==> src/rtl/mem_arb_pkg.sv <==
// Shared types for the memory arbiter: FSM states, owner tags, fetch mask.
// Optional feature macro RR_ARB_EN selects round-robin arbitration.
package mem_arb_pkg;

    typedef enum logic [1:0] {
        IDLE    = 2'd0,
        IF_BUSY = 2'd1,
        LS_BUSY = 2'd2
    } state_t;

    typedef enum logic {
        OWN_IF = 1'b0,
        OWN_LS = 1'b1
    } owner_t;

    localparam logic [3:0] FETCH_MASK = 4'b1111;

endpackage

==> src/rtl/mem_arb_select.sv <==
// Combinational grant selection between fetch and load/store requesters.
// RR_ARB_EN: ties go to the requester not served last; else load/store wins.
module mem_arb_select
    import mem_arb_pkg::*;
(
    input  logic   i_if_req,
    input  logic   i_ls_req,
`ifdef RR_ARB_EN
    input  owner_t i_last,
`endif
    output logic   o_grant,
    output owner_t o_owner
);

    // Pick the winner; a lone requester always wins
    always_comb begin
        o_grant = i_if_req | i_ls_req;
        o_owner = OWN_LS;
        if (i_if_req && i_ls_req) begin
`ifdef RR_ARB_EN
            o_owner = (i_last == OWN_LS) ? OWN_IF : OWN_LS;
`else
            o_owner = OWN_LS;
`endif
        end else if (i_if_req) begin
            o_owner = OWN_IF;
        end
    end

endmodule

==> src/rtl/mem_arbiter.sv <==
// Two-client arbiter (fetch, load/store) onto one memory port, one txn in flight.
// RR_ARB_EN: round-robin on ties; default build is fixed load/store priority.
module mem_arbiter
    import mem_arb_pkg::*;
#(
    parameter int DataWidth = 32
) (
    input  logic                 clk,
    input  logic                 rst,
    input  logic                 if_req,
    input  logic [DataWidth-1:0] if_addr,
    output logic                 if_valid,
    output logic [DataWidth-1:0] if_rdata,
    input  logic                 ls_req,
    input  logic                 ls_we_re,
    input  logic [3:0]           ls_mask,
    input  logic [DataWidth-1:0] ls_addr,
    input  logic [DataWidth-1:0] ls_wdata,
    output logic                 ls_valid,
    output logic [DataWidth-1:0] ls_rdata,
    output logic                 mem_req,
    output logic                 mem_we_re,
    output logic [3:0]           mem_mask,
    output logic [DataWidth-1:0] mem_addr,
    output logic [DataWidth-1:0] mem_wdata,
    input  logic                 mem_valid,
    input  logic [DataWidth-1:0] mem_rdata
);

    state_t               r_state;
    state_t               w_next;
    logic                 w_grant;
    owner_t               w_owner;
    logic                 w_take;
    logic [DataWidth-1:0] r_addr;
    logic [DataWidth-1:0] r_wdata;
    logic [3:0]           r_mask;
    logic                 r_we;
    logic                 r_if_valid;
    logic                 r_ls_valid;
    logic [DataWidth-1:0] r_if_rdata;
    logic [DataWidth-1:0] r_ls_rdata;

    assign w_take = (r_state == IDLE) && w_grant;

`ifdef RR_ARB_EN
    owner_t r_last;

    // Remember who was granted last; fetch so the first tie goes to load/store
    always_ff @(posedge clk or negedge rst) begin
        if (!rst)        r_last <= OWN_IF;
        else if (w_take) r_last <= w_owner;
    end
`endif

    mem_arb_select u_sel (
        .i_if_req (if_req),
        .i_ls_req (ls_req),
`ifdef RR_ARB_EN
        .i_last   (r_last),
`endif
        .o_grant  (w_grant),
        .o_owner  (w_owner)
    );

    // State register
    always_ff @(posedge clk or negedge rst) begin
        if (!rst) r_state <= IDLE;
        else      r_state <= w_next;
    end

    // Next state: grant from IDLE, return to IDLE on memory completion
    always_comb begin
        w_next = r_state;
        unique case (r_state)
            IDLE: begin
                if (w_grant)
                    w_next = (w_owner == OWN_LS) ? LS_BUSY : IF_BUSY;
            end
            IF_BUSY, LS_BUSY: begin
                if (mem_valid) w_next = IDLE;
            end
            default: w_next = IDLE;
        endcase
    end

    // Capture the winner's request fields so memory sees them stable
    always_ff @(posedge clk or negedge rst) begin
        if (!rst) begin
            r_addr  <= '0;
            r_wdata <= '0;
            r_mask  <= '0;
            r_we    <= 1'b0;
        end else if (w_take) begin
            if (w_owner == OWN_LS) begin
                r_addr  <= ls_addr;
                r_wdata <= ls_wdata;
                r_mask  <= ls_mask;
                r_we    <= ls_we_re;
            end else begin
                r_addr  <= if_addr;
                r_wdata <= '0;
                r_mask  <= FETCH_MASK;
                r_we    <= 1'b0;
            end
        end
    end

    // Route completion to the owner: one-cycle valid, rdata held until next
    always_ff @(posedge clk or negedge rst) begin
        if (!rst) begin
            r_if_valid <= 1'b0;
            r_ls_valid <= 1'b0;
            r_if_rdata <= '0;
            r_ls_rdata <= '0;
        end else begin
            r_if_valid <= (r_state == IF_BUSY) && mem_valid;
            r_ls_valid <= (r_state == LS_BUSY) && mem_valid;
            if ((r_state == IF_BUSY) && mem_valid) r_if_rdata <= mem_rdata;
            if ((r_state == LS_BUSY) && mem_valid) r_ls_rdata <= mem_rdata;
        end
    end

    // Outputs: memory request while busy, fields from the capture registers
    always_comb begin
        mem_req   = (r_state != IDLE);
        mem_we_re = r_we;
        mem_mask  = r_mask;
        mem_addr  = r_addr;
        mem_wdata = r_wdata;
        if_valid  = r_if_valid;
        if_rdata  = r_if_rdata;
        ls_valid  = r_ls_valid;
        ls_rdata  = r_ls_rdata;
    end

endmodule

==> config.mk <==
export PLATFORM = sky130hd
export DESIGN_NAME = mem_arbiter
export DESIGN_NICKNAME = d
export VERILOG_FILES = /design/src/rtl/mem_arb_pkg.sv /design/src/rtl/mem_arb_select.sv /design/src/rtl/mem_arbiter.sv
export SDC_FILE = /design/constraint.sdc
export NUM_CORES = 1
export LEC_CHECK = 0
export ABC_CLOCK_PERIOD_IN_PS = 2800
export CAP_MARGIN = 40
export CORE_ASPECT_RATIO = 0.75
export CORE_MARGIN = 2
export CORE_UTILIZATION = 43
export DETAILED_ROUTE_END_ITERATION = 8
export PLACE_DENSITY_LB_ADDON = 0.12
export SYNTH_ARGS = -nofsm -noshare
export SYNTH_HDL_FRONTEND = slang
export SYNTH_SLANG_ARGS = --single-unit
==> constraint.sdc <==
create_clock -name clk -period 2.8 [get_ports clk]
set_clock_uncertainty 0.1 [all_clocks]
set_input_delay 0.84 -clock clk [delete_from_list [all_inputs] [get_ports clk]]
set_output_delay 0.84 -clock clk [all_outputs]
set_load 0.05 [all_outputs]
# After elaboration in Yosys (flattened, before gate mapping)
# Index checks and enable logic that the tools add are counted.
# word_totals
word_cells	32
inputBits	138
output_inout_bits	136
ff_bits	137
# classes
n_mux	10
eq_ne	4
bitwise_logic	1
n_reduce_logical	8
# ops
cell	count
2-to-1 mux 32 bit	2
2-to-1 mux 2 bit	3
logical AND 1 bit	4
2-to-1 mux 4 bit	1
!= test 2 bit (second input constant)	2
one-hot mux 2 bit (2 select lines)	1
2-to-1 mux 1 bit	3
== test 2 x 1 -> 1 bit (second input constant)	1
== test 2 bit (second input constant)	1
zero test 2 bit	1
AND reduction 2 bit	1
nonzero test 2 bit	1
OR reduction 2 bit	1
OR 1 bit	1

# Logic depth before layout (Yosys ltp)
# Gate-level depths: netlist of the first run.
# logic_depth
word_depth	5
depth_mapped	7
depth_no_buf	5

# Cells and area by module
# A second synthesis of the first run with hierarchy kept.
# unflattened
hier_cells	459
area_unflattened_um2	5551.6
# modules_own_cells
module	area_per_inst_um2	seq_area_each_um2	n_inst	cells_per_inst
mem_arbiter	5539.1	3428.3	1	457
mem_arb_select	12.5	0.0	1	2

# Worst setup path after synthesis of the first run
# No wires, ideal clock.
# synth_path
path_kind	register to output
startpoint	register r_state[0]
endpoint	output mem_req
arrival_time_ns	0.949
stages_incl_launch_ff	4
required_ns	1.860
setup_slack_ns	0.911
n_path_buf	0
cell_sequence	dfrtp_1 > inv_1 > ha_1 > inv_1
# synth_between
elab_chain_len	1
# synth_rtl
item	line	text
start, declared	mem_arbiter.sv:30	state_t r_state;
start signal, assigned	mem_arbiter.sv:69	else r_state <= w_next;
nonzero test 2 bit	mem_arbiter.sv:126	mem_req = (r_state != IDLE);
end, declared	mem_arbiter.sv:21	output logic mem_req,
# Every way passes these cells.

# Worst setup path in the final report of the first run
# layout_path
startpoint	register r_addr[4], in the netlist mem_addr[4]
endpoint	output mem_addr[4]
# layout_rtl
item	line	text
start, declared	mem_arbiter.sv:35	logic [DataWidth-1:0] r_addr;
start signal, assigned	mem_arbiter.sv:96	r_addr <= ls_addr;
start signal, assigned	mem_arbiter.sv:101	r_addr <= if_addr;
end, declared	mem_arbiter.sv:24	output logic [DataWidth-1:0] mem_addr,
# No word-level cell between the ends.

==> results of run 1 <==
## routing by layer
metal	part of all wire, %	vias to the layer above	wire (µm)
li1	-	2035	-
met1	40	2227	6380
met2	49	208	7850
met3	8.0	30	1280
met4	2.6	0	420
met5	0	-	0
## logic make-up after synthesis
| kind of cell | Yosys count |
|---|---|
| DFF | 137 |
| AOI/OAI and AO/OA | 105 |
| muxes | 64 |
| and+or+nand+nor | 46 |
| buffers and inverters | 37 |
| adders and majority gates | 4 |
## where the power goes
part	total (W)	internal, W	switching (W)
clock network	0.00217	0.00131	0.000853
registers	0.00359	0.00297	0.000620
logic	0.00760	0.00266	0.00494
## sequential cells by signal (all words and copies together) (netlist names), 2 cells and up
name,flops
mem_mask,4
if_rdata,32
mem_addr,32
r_state,2
ls_rdata,32
mem_wdata,32
## layout make-up
type,instances,area [µm²]
Clock buffer,18,429
Clock inverter,14,150
Fill cell,832,3370
Inverter,6,22.5
Multi-Input combinational cell,219,1800
Sequential cell,137,3430
Tap cell,166,208
Timing Repair Buffer,286,2900
## cells in the final DEF (no fill, tap or decap), types with 2 or more instances in the layout
cell                              instances
sky130_fd_sc_hd__clkdlybuf4s50_1        271
sky130_fd_sc_hd__clkinv_2                 3
sky130_fd_sc_hd__clkinv_4                 5
sky130_fd_sc_hd__bufinv_16                2
sky130_fd_sc_hd__clkbuf_16               17
sky130_fd_sc_hd__inv_1                    6
sky130_fd_sc_hd__buf_12                   6
sky130_fd_sc_hd__o22ai_1                 32
sky130_fd_sc_hd__nand2b_1                 2
sky130_fd_sc_hd__a22o_1                  33
sky130_fd_sc_hd__nor2_1                  32
sky130_fd_sc_hd__buf_4                    8
sky130_fd_sc_hd__mux2_1                  58
sky130_fd_sc_hd__clkinvlp_4               3
sky130_fd_sc_hd__o32ai_1                 31
sky130_fd_sc_hd__nand2_1                  5
sky130_fd_sc_hd__ha_1                     4
sky130_fd_sc_hd__o22a_1                   4
sky130_fd_sc_hd__mux2_2                   6
sky130_fd_sc_hd__nor2b_1                  2
sky130_fd_sc_hd__o21ai_1                  2
sky130_fd_sc_hd__dfrtp_1                137
## how the worst max path moves through the flow
stage	to	startpoint	slack, ns	cells after the start
2_1_floorplan	mem_req	r_state[0]	0.91	3
3_3_place_gp	mem_wdata[26]	if_req	0.17	5
4_1_cts	mem_addr[4]	mem_addr[4]	0.20	1
3_5_place_dp	mem_wdata[13]	if_req	0.09	5
6_report	mem_addr[4]	mem_addr[4]	0.21	1
5_1_grt	mem_addr[8]	mem_addr[8]	0.17	1
## through the flow
stage                     area, µm²  util, %  cells  total power, W  hold slack, ns
final                          8940     72.6    846          0.0134           0.221
after global routing           8940     72.6    846          0.0139           0.232
after CTS                      8940     72.6    846          0.0135           0.228
after detailed placement       8360     67.9    814          0.0113           0.380
after global placement         8360     67.9    814          0.0111           0.373
after floorplan                5450        -    393         0.00846           0.406
==> flow_summary.rst, run 1 <==
.. list-table::
   :header-rows: 1

   * - Metric
     - Value
   * - Drt drc
     - 0
   * - Max-cap violation count
     - 0
   * - Die Area
     - about 14,000 µm²
   * - Average vias per placed instance
     - 5.32
   * - Final number of setup-violating endpoints
     - 0
   * - Clock-pin transition on the worst setup and hold timing paths
     - 0.06 ns
   * - Setup repair after global routing missed its margin
     - no
   * - First DRT Iteration DRCs
     - 185
   * - Nature of the critical path endpoint
     - primary output
   * - Clock net sink count
     - 137
   * - Root cell of the clock tree
     - sky130_fd_sc_hd__clkbuf_16
   * - FMAX
     - between 300 and 400 MHz
   * - Final net count
     - 809
   * - Minimum setup slack after placement
     - roughly 0.095 ns
   * - Final period utilization
     - 92.4%
   * - Flops & latches, synth
     - 137
   * - Largest cells by area after synthesis
     - sky130_fd_sc_hd__dfrtp_1 63%, sky130_fd_sc_hd__mux2_1 12%, sky130_fd_sc_hd__a22o_1 5.3%
   * - Multiplexer share of the synthesized area
     - a little over an eighth
   * - DPL Wire Length
     - 11,500 µm
   * - Time the final worst path needs with I/O delays and setup
     - 2.59 ns
   * - Slew of the pin with the lowest slew margin
     - 0.558 ns
   * - Netlist cell types
     - 25
   * - Number of optimization iterations in the first detailed-route pass
     - 4
   * - Most numerous cell in the Yosys netlist
     - sky130_fd_sc_hd__dfrtp_1
   * - Result of the run
     - finished, final reports clean
   * - Routed wire length
     - between 15,000 and 20,000 µm
   * - Startpoint of the lowest-slack register-to-register path
     - r_state[0]
   * - Number of antenna violations at the first check in global routing
     - 0
   * - Met2 routing resource usage after global routing
     - roughly two fifths
   * - Pins over their slew limit
     - 0
   * - Share of final-layout standard cells stronger than drive strength 1
     - under 10%
   * - Antenna cell count
     - 0
   * - Sequential area share after synthesis
     - 63.0%
   * - Initial Util
     - 44.3%
   * - CTS tree
     - done
   * - Count of buffers from port buffering
     - 273
   * - Number of rows in the core area
     - 35
   * - Total Neg Setup Slack
     - 0 ns
   * - I/O pin cnt
     - 274
   * - Met3 Use GR
     - roughly 8%
   * - Adder-cell area share of the yosys netlist
     - 0.919%
   * - Leak pwr
     - 3.73 nW
   * - Synth async-reset ratio
     - 100%
   * - Area of the core region
     - 12,300 µm²
   * - Remaining number of nets flagged by the antenna check after routing
     - 0
   * - Worst min-delay path class
     - primary input to async pin
   * - Synthesized netlist net count
     - 535
   * - FF-to-FF path depth
     - 6
   * - Peak supply drop
     - 0.000881 V
   * - Most Used Layer, Global Route
     - met2
   * - Die outline height
     - roughly 100 µm
   * - Via count of the first global-routing pass
     - ~4,700
   * - Dominant combinational cell family by area after synthesis
     - compound AO/OA/AOI/OAI gates
   * - Met1 usage in global routing
     - a little under 30%
   * - Gp weighted congestion
     - 0.777
   * - CTS resizes
     - 0
   * - Required time of the worst setup path
     - about 1.9 ns
   * - Wire length per cell after detailed routing
     - 18.8 µm
   * - Area share of the largest cell type after synthesis
     - 63.0%
   * - Cell Area, Synth
     - 5450 µm²
   * - Delay contributed by the slowest stage of the critical path
     - 0.86 ns
   * - Crit path max fanout
     - 3
   * - Ranking of synthesized cells by instance count
     - 137 x sky130_fd_sc_hd__dfrtp_1, 58 x sky130_fd_sc_hd__mux2_1, 33 x sky130_fd_sc_hd__a22o_1
   * - Worst R2R End
     - mem_addr[1]
   * - Total of hold buffers inserted after clock tree synthesis
     - 0
   * - Worst setup path class
     - register to primary output
   * - Post-CTS repair timing setup buffer count
     - 0
   * - Startpoint Class
     - register
   * - Max-slew headroom
     - about 63%
   * - Wire length of the first global-routing pass
     - 24,700 µm
   * - Slowest cell on crit path
     - sky130_fd_sc_hd__clkdlybuf4s50_1
   * - Overall track demand over capacity in global routing
     - 23.7%
   * - Synthesis-to-layout area growth
     - 64.2%
   * - Post-synthesis simple-gate area fraction
     - 3.72%
   * - Pin count of the biggest net entering global routing
     - 49
   * - Global-route congestion overflow total
     - 0
   * - Power per unit of standard cell area
     - 1490 nW/µm²
   * - Share of the synthesized area in compound gates (AO/OA/AOI/OAI)
     - 15.1%
   * - Syn_area_per_cell
     - ~14 µm²
   * - Worst endpoint data arrival time
     - around 1.7 ns
   * - Cell family with the largest share of critical-path delay
     - buffers and inverters
   * - Number of buffers between clock root and the deepest sink
     - 2
   * - Synth Flop Type
     - sky130_fd_sc_hd__dfrtp_1
   * - CP cell instances
     - clkdlybuf4s50_1
   * - TritonCTS Buffers
     - 17
   * - XOR/XNOR Fraction of Synth Area
     - 0%
   * - Syn Inst Count
     - 393
   * - Worst path buffer plus inverter count
     - 1
   * - H-tree levels
     - 4
   * - Via count
     - 4,500
   * - Number of enable-type register cells in the synthesized netlist
     - 0
   * - Synthesis warning total
     - 0
   * - Die span in x
     - roughly 130 µm
   * - Worst-case register-to-register setup slack
     - approximately 0.9 ns
   * - Skew-Pair Late Insertion Delay
     - 0.40 ns
   * - Setup ws final
     - 0.212 ns
   * - Number of hold violations in the final report
     - 0
   * - Synth area leader
     - sky130_fd_sc_hd__dfrtp_1
Note: power is estimated with default switching activity, not from simulation.
==> run 2, diff against run 1 <==
- PLACE_DENSITY: unset -> 0.92
- PLACE_DENSITY_LB_ADDON: 0.12 -> unset
==> run 2 against run 1 <==
Power increased by 1.4%. Design area hardly changed. Global-route usage is 0.78 points higher. Via count grew 0.78%. Non-clock buffer count increased by 1. Worst setup slack improved by 0.027 ns. Register-to-register slack got worse by 0.44 ns. Utilization up 0.061 points. First-iteration DRC count rose by 34%. Hold slack gained 0.025 ns. Wire length rose by 5.1%. Largest cell class unchanged. Largest power group unchanged. Highest routed layer unchanged.
==> flow_summary.rst, run 2 (same netlist as run 1, synthesis figures left out) <==
.. list-table::
   :header-rows: 1

   * - Metric
     - Value
   * - Worst path buffer plus inverter count
     - 1 (unchanged)
   * - Overall track demand over capacity in global routing
     - 24.4% (+0.78 points)
   * - Pin count of the biggest net entering global routing
     - 57 (+16%)
   * - Root cell of the clock tree
     - sky130_fd_sc_hd__clkbuf_16
   * - Minimum setup slack after placement
     - -0.0827 ns (-0.178 ns)
   * - Clock network power share
     - 17.0% (+0.8 points)
   * - Wire length per cell after detailed routing
     - 19.8 µm (+5.1%)
   * - Number of buffers between clock root and the deepest sink
     - 2 (unchanged)
   * - Leak pwr
     - 3.74 nW (+0.39%)
   * - CTS tree
     - done
   * - Worst setup path class
     - register to primary output
   * - Result of the run
     - finished, final reports clean
   * - Final number of setup-violating endpoints
     - 0 (unchanged)
   * - Number of optimization iterations in the first detailed-route pass
     - 5 (+1)
   * - Required time of the worst setup path
     - 1.86 ns (about the same)
   * - First DRT Iteration DRCs
     - 248 (+34%)
   * - Post-CTS repair timing setup buffer count
     - 0 (unchanged)
   * - Clock net sink count
     - 137 (unchanged)
   * - Setup ws final
     - 0.239 ns (+0.0269 ns)
   * - Filler Cells Inserted
     - 796 (-4.3%)
   * - Switching portion of total power
     - 47.9% (-0.11 points)
   * - Time the final worst path needs with I/O delays and setup
     - 2.56 ns (-0.0269 ns)
   * - TritonCTS Buffers
     - 17 (unchanged)
   * - Peak supply drop
     - 0.000920 V (+4.5%)
   * - Worst endpoint data arrival time
     - 1.62 ns (-0.03 ns)
   * - Cell family with the largest share of critical-path delay
     - buffers and inverters
   * - Drt drc
     - 0 (unchanged)
   * - Number of rows in the core area
     - 35 (unchanged)
   * - Clock-pin transition on the worst setup and hold timing paths
     - 0.06 ns (about the same)
   * - DPL Wire Length
     - 12,000 µm (+4.9%)
   * - Die Area
     - 13,600 µm² (unchanged)
   * - Pins over their slew limit
     - 0 (unchanged)
   * - Reg power frac
     - 26.9% (about the same)
   * - Wire length of the first global-routing pass
     - 25,400 µm (+2.7%)
   * - Delay contributed by the slowest stage of the critical path
     - 0.85 ns (about the same)
   * - CP cell instances
     - clkdlybuf4s50_1
   * - Slew of the pin with the lowest slew margin
     - 0.755 ns (+0.197 ns)
   * - H-tree levels
     - 4 (unchanged)
   * - Die span in x
     - 134 µm (unchanged)
   * - Final period utilization
     - 91.5% (-0.96 points)
   * - Power per unit of standard cell area
     - 1510 nW/µm² (+1.3%)
   * - Share of the core filled with cells in the final layout
     - 72.7% (about the same)
   * - Remaining number of nets flagged by the antenna check after routing
     - 0 (unchanged)
   * - FMAX
     - 390 MHz (+1.1%)
   * - Synthesis-to-layout area growth
     - 64.3% (about the same)
   * - Via count
     - 4,535 (+0.78%)
   * - Gate power share
     - 56.2% (-0.7 points)
   * - Average vias per placed instance
     - 5.36 (+0.78%)
   * - Crit path max fanout
     - 3 (unchanged)
   * - Antenna cell count
     - 0 (unchanged)
   * - Total of hold buffers inserted after clock tree synthesis
     - 0 (unchanged)
   * - Share of final-layout standard cells stronger than drive strength 1
     - 8.24% (+0.15 points)
   * - Die outline height
     - 101 µm (unchanged)
   * - Setup repair after global routing missed its margin
     - no
   * - CTS resizes
     - 0 (unchanged)
   * - Routed wire length
     - 16,700 µm (+5.1%)
   * - Most frequent cells in the layout
     - 271 x sky130_fd_sc_hd__clkdlybuf4s50_1, 137 x sky130_fd_sc_hd__dfrtp_1, 58 x sky130_fd_sc_hd__mux2_1
   * - Max-slew headroom
     - 49.5% (-13 points)
   * - Max-cap violation count
     - 0 (unchanged)
   * - Nature of the critical path endpoint
     - primary output
   * - Internal Power
     - 0.00706 W (+1.6%)
   * - Final net count
     - 810 (+0.12%)
   * - Slowest cell on crit path
     - sky130_fd_sc_hd__clkdlybuf4s50_1
   * - Via count of the first global-routing pass
     - 4,701 (+0.32%)
   * - Initial Util
     - 44.3% (unchanged)
   * - Gp weighted congestion
     - 0.834 (+7.3%)
   * - Count of buffers from port buffering
     - 273 (unchanged)
   * - Global-route congestion overflow total
     - 0 (unchanged)
   * - Number of antenna violations at the first check in global routing
     - 0 (unchanged)
   * - Worst min-delay path class
     - primary input to async pin
   * - Skew-Pair Late Insertion Delay
     - 0.40 ns (about the same)
   * - Most common library cell in the layout ignoring fill and taps
     - sky130_fd_sc_hd__clkdlybuf4s50_1
   * - Area of the core region
     - 12,300 µm² (unchanged)
   * - I/O pin cnt
     - 274 (unchanged)
   * - Startpoint Class
     - register
   * - Switching power
     - 0.00649 W (+1.1%)
   * - Number of hold violations in the final report
     - 0 (unchanged)
==> run 2: per-stage QoR <==
step	cell area, µm²	total power [W]	hold slack [ns]	TNS, ns	cells
detailed placement	8330	0.0112	0.381	-1.62	815
finish	8950	0.0135	0.246	0	846
global route	8950	0.0141	0.265	0	846
CTS	8950	0.0136	0.250	0	846
floorplan	5450	0.00846	0.406	0	393
global placement	8330	0.0110	0.373	0	815
==> run 2: worst paths after layout <==
kind	start	to	slack, ns	cells past startpoint
hold / removal	rst	ls_rdata[15]	0.25	1
hold reg to reg	if_rdata[22]	if_rdata[22]	0.39	1
min in group clk	if_rdata[22]	if_rdata[22]	0.39	1
setup reg to reg	r_state[0]	mem_mask[0]	0.44	4
setup / recovery	mem_addr[10]	mem_addr[10]	0.24	1
max in group asynchronous	rst	ls_rdata[5]	1.69	2
==> run 2: power by group through the flow <==
stage          registers (W)  clock network [W]  logic, W
6_report             0.00364            0.00230   0.00761
5_1_grt              0.00374            0.00244   0.00789
4_1_cts              0.00363            0.00234   0.00765
3_5_place_dp         0.00362                  0   0.00762
3_3_place_gp         0.00355                  0   0.00743
2_1_floorplan        0.00693                  0   0.00153
==> run 2: worst reg2reg max path: stages, from the launching register on <==
cell	delay [ns]
sky130_fd_sc_hd__dfrtp_1	0.41
sky130_fd_sc_hd__inv_1	0.13
sky130_fd_sc_hd__ha_1	0.57
sky130_fd_sc_hd__nand2_2	0.61
sky130_fd_sc_hd__o22a_1	0.42
==> run 2: per-layer routing <==
layer / vias to the layer above / global-route usage, % / share of wire, %
met1: 2246 / 29.5 / 40
li1: 2022 / - / -
met2: 247 / 42.8 / 51
met3: 20 / 6.81 / 7.4
met5: - / 0 / 0
met4: 0 / 8.35 / 1.7
==> run 2: area by class of cell <==
class / count / area [µm²] / share of cell area (%)
clock inverter: 12 / 164 / 1.83
sequential: 137 / 3430 / 38.3
multi-input combinational: 219 / 1800 / 20.1
inverter: 6 / 22.5 / 0.252
tap: 166 / 208 / 2.32
clock buffer: 19 / 453 / 5.06
timing repair buffer: 287 / 2870 / 32.1
==> run 3, diff against run 2 <==
- REMOVE_ABC_BUFFERS: unset -> 1
==> run 3 against run 2 <==
Die area is the same. Clock power grew 3%. Register-to-register slack gained 0.37 ns. Global-route usage shrank 0.37 points. Non-clock buffer count shrank 1. Via count shrank 1.1%. Design area grew 0.18%. Critical endpoint is now mem_mask[2].
==> flow_summary.rst, run 3 (same netlist as run 1, synthesis figures left out) <==
.. list-table::
   :header-rows: 1

   * - Metric
     - Value
   * - Post-Layout Inst Area
     - 8960 µm² (+0.18%)
   * - Average vias per placed instance
     - 5.30 (-1.1%)
   * - Switching power
     - 0.00648 W (-0.17%)
   * - Synthesis-to-layout area growth
     - 64.6%
   * - Total of hold buffers inserted after clock tree synthesis
     - 0 (unchanged)
   * - Most common library cell in the layout ignoring fill and taps
     - sky130_fd_sc_hd__clkdlybuf4s50_1
   * - Clock-pin transition on the worst setup and hold timing paths
     - 0.06 ns (about the same)
   * - Die outline height
     - 101 µm (unchanged)
   * - Reg power frac
     - 26.5% (-0.4 points)
   * - Area of the core region
     - 12,300 µm² (unchanged)
   * - Capturing instance or port of the critical path
     - mem_mask[2]
   * - Via count
     - 4,483 (-1.1%)
   * - Drt drc
     - 0 (unchanged)
   * - Global-route congestion overflow total
     - 0 (unchanged)
   * - Time the final worst path needs with I/O delays and setup
     - 2.57 ns (+0.00821 ns)
   * - Leak pwr
     - 3.74 nW (about the same)
   * - Worst-case register-to-register setup slack
     - 0.81 ns (+0.37 ns)
   * - Result of the run
     - finished, final reports clean
   * - Startpoint Class
     - register
   * - Setup repair after global routing missed its margin
     - no
   * - Cell Area, Placed
     - 8330 µm² (about the same)
   * - Setup ws final
     - 0.231 ns (-0.00821 ns)
   * - Antenna cell count
     - 0 (unchanged)
   * - Gate power share
     - 56.1% (about the same)
   * - Gp weighted congestion
     - 0.822 (-1.4%)
   * - Max-slew headroom
     - 47.3% (-2.2 points)
   * - CTS resizes
     - 0 (unchanged)
   * - Worst setup path class
     - register to primary output
   * - Wire length of the first global-routing pass
     - 25,300 µm (-0.41%)
   * - Final number of setup-violating endpoints
     - 0 (unchanged)
   * - Clock net sink count
     - 137 (unchanged)
   * - Number of hold violations in the final report
     - 0 (unchanged)
   * - Worst endpoint data arrival time
     - 1.63 ns (about the same)
   * - DPL Wire Length
     - 11,600 µm (-3.7%)
   * - I/O pin cnt
     - 274 (unchanged)
   * - Remaining number of nets flagged by the antenna check after routing
     - 0 (unchanged)
   * - Root cell of the clock tree
     - sky130_fd_sc_hd__clkbuf_16
   * - Pins over their slew limit
     - 0 (unchanged)
   * - First DRT Iteration DRCs
     - 217 (-13%)
   * - Count of buffers from port buffering
     - 273 (unchanged)
   * - Routed wire length
     - 16,300 µm (-2.7%)
   * - Power per unit of standard cell area
     - 1520 nW/µm² (+0.33%)
   * - Wire length per cell after detailed routing
     - 19.2 µm (-2.7%)
   * - FF-to-FF path depth
     - 7 (+3)
   * - Number of buffers between clock root and the deepest sink
     - 2 (unchanged)
   * - Skew-Pair Late Insertion Delay
     - 0.40 ns (about the same)
   * - H-tree levels
     - 4 (unchanged)
   * - Total Neg Setup Slack
     - 0 ns (unchanged)
   * - Slowest cell on crit path
     - sky130_fd_sc_hd__clkdlybuf4s50_1
   * - Worst R2R End
     - mem_addr[2]
   * - Internal Power
     - 0.00714 W (+1.1%)
   * - Overall track demand over capacity in global routing
     - 24.1% (-0.37 points)
   * - Final period utilization
     - 91.8% (+0.29 points)
   * - Via count of the first global-routing pass
     - 4,830 (+2.7%)
   * - Share of the core filled with cells in the final layout
     - 72.8% (+0.13 points)
   * - Die span in x
     - 134 µm (unchanged)
   * - Worst min-delay path class
     - primary input to async pin
   * - Nature of the critical path endpoint
     - primary output
   * - Post-CTS repair timing setup buffer count
     - 0 (unchanged)
   * - Minimum setup slack after placement
     - 0.180 ns (+0.263 ns)
   * - Required time of the worst setup path
     - 1.86 ns (about the same)
   * - Startpoint of the lowest-slack register-to-register path
     - r_state[0]
   * - Die Area
     - 13,600 µm² (unchanged)
   * - Delay contributed by the slowest stage of the critical path
     - 0.86 ns (about the same)
   * - TritonCTS Buffers
     - 17 (unchanged)
   * - Worst path buffer plus inverter count
     - 1 (unchanged)
   * - CTS tree
     - done
   * - Worst setup startpoint
     - mem_mask[2]
   * - Cell depth of the worst setup path
     - 1 (unchanged)
   * - Final net count
     - 809 (-0.12%)
   * - Max-cap violation count
     - 0 (unchanged)
   * - Share of final-layout standard cells stronger than drive strength 1
     - 8.24% (unchanged)
   * - FMAX
     - 389 MHz (-0.32%)
   * - Peak supply drop
     - 0.000959 V (+4.2%)
   * - Crit path max fanout
     - 2 (-1)
   * - CP cell instances
     - clkdlybuf4s50_1
   * - DP Cell Count
     - 814 (-0.12%)
   * - Most frequent cells in the layout
     - 271 x sky130_fd_sc_hd__clkdlybuf4s50_1, 137 x sky130_fd_sc_hd__dfrtp_1, 58 x sky130_fd_sc_hd__mux2_1
   * - Pin count of the biggest net entering global routing
     - 138 (+140%)
   * - Number of rows in the core area
     - 35 (unchanged)
   * - Switching portion of total power
     - 47.6% (-0.33 points)
   * - Clock network power share
     - 17.4% (+0.4 points)
   * - Final non-filler cell total
     - 846 (unchanged)
   * - Initial Util
     - 44.3% (unchanged)
   * - Cell family with the largest share of critical-path delay
     - buffers and inverters
   * - Number of antenna violations at the first check in global routing
     - 0 (unchanged)
   * - Slew of the pin with the lowest slew margin
     - 0.791 ns (+0.0360 ns)
   * - Number of optimization iterations in the first detailed-route pass
     - 5 (unchanged)
==> run 3: power groups by stage <==
stage	logic, W	clock network (W)	registers, W
after floorplan	0.00139	0	0.00693
after global placement	0.00747	0	0.00355
after detailed placement	0.00765	0	0.00361
after CTS	0.00767	0.00242	0.00361
after global routing	0.00791	0.00253	0.00372
final	0.00763	0.00237	0.00361
==> run 3: how the worst min path moves through the flow <==
stage	endpoint	slack (ns)	cells after the start
3_3_place_gp	mem_mask[0]	0.37	1
4_1_cts	ls_rdata[21]	0.39	1
2_1_floorplan	r_state[0]	0.41	2
5_1_grt	if_rdata[15]	0.40	1
3_5_place_dp	ls_rdata[28]	0.38	1
6_report	mem_wdata[1]	0.38	2
==> run 3: per-stage QoR <==
step | hold slack (ns) | power, W
4_1_cts | 0.394 | 0.0137
2_1_floorplan | 0.406 | 0.00832
5_1_grt | 0.404 | 0.0142
6_report | 0.379 | 0.0136
3_5_place_dp | 0.380 | 0.0113
3_3_place_gp | 0.372 | 0.0110
==> run 3: per-layer routing <==
metal / vias to the layer above / global-route usage, % / part of all wire (%)
met5: - / 0 / 0
met4: 0 / 9.08 / 2.2
met3: 31 / 9.06 / 7.7
met2: 211 / 41.9 / 50
met1: 2218 / 27.4 / 40
li1: 2023 / - / -
==> run 3: final cells by class <==
type	instances	area, µm²
timing repair buffer	286	2880
clock buffer	18	439
clock inverter	14	193
sequential	137	3430
tap	166	208
fill	804	3340
inverter	6	22.5
multi-input combinational	219	1800
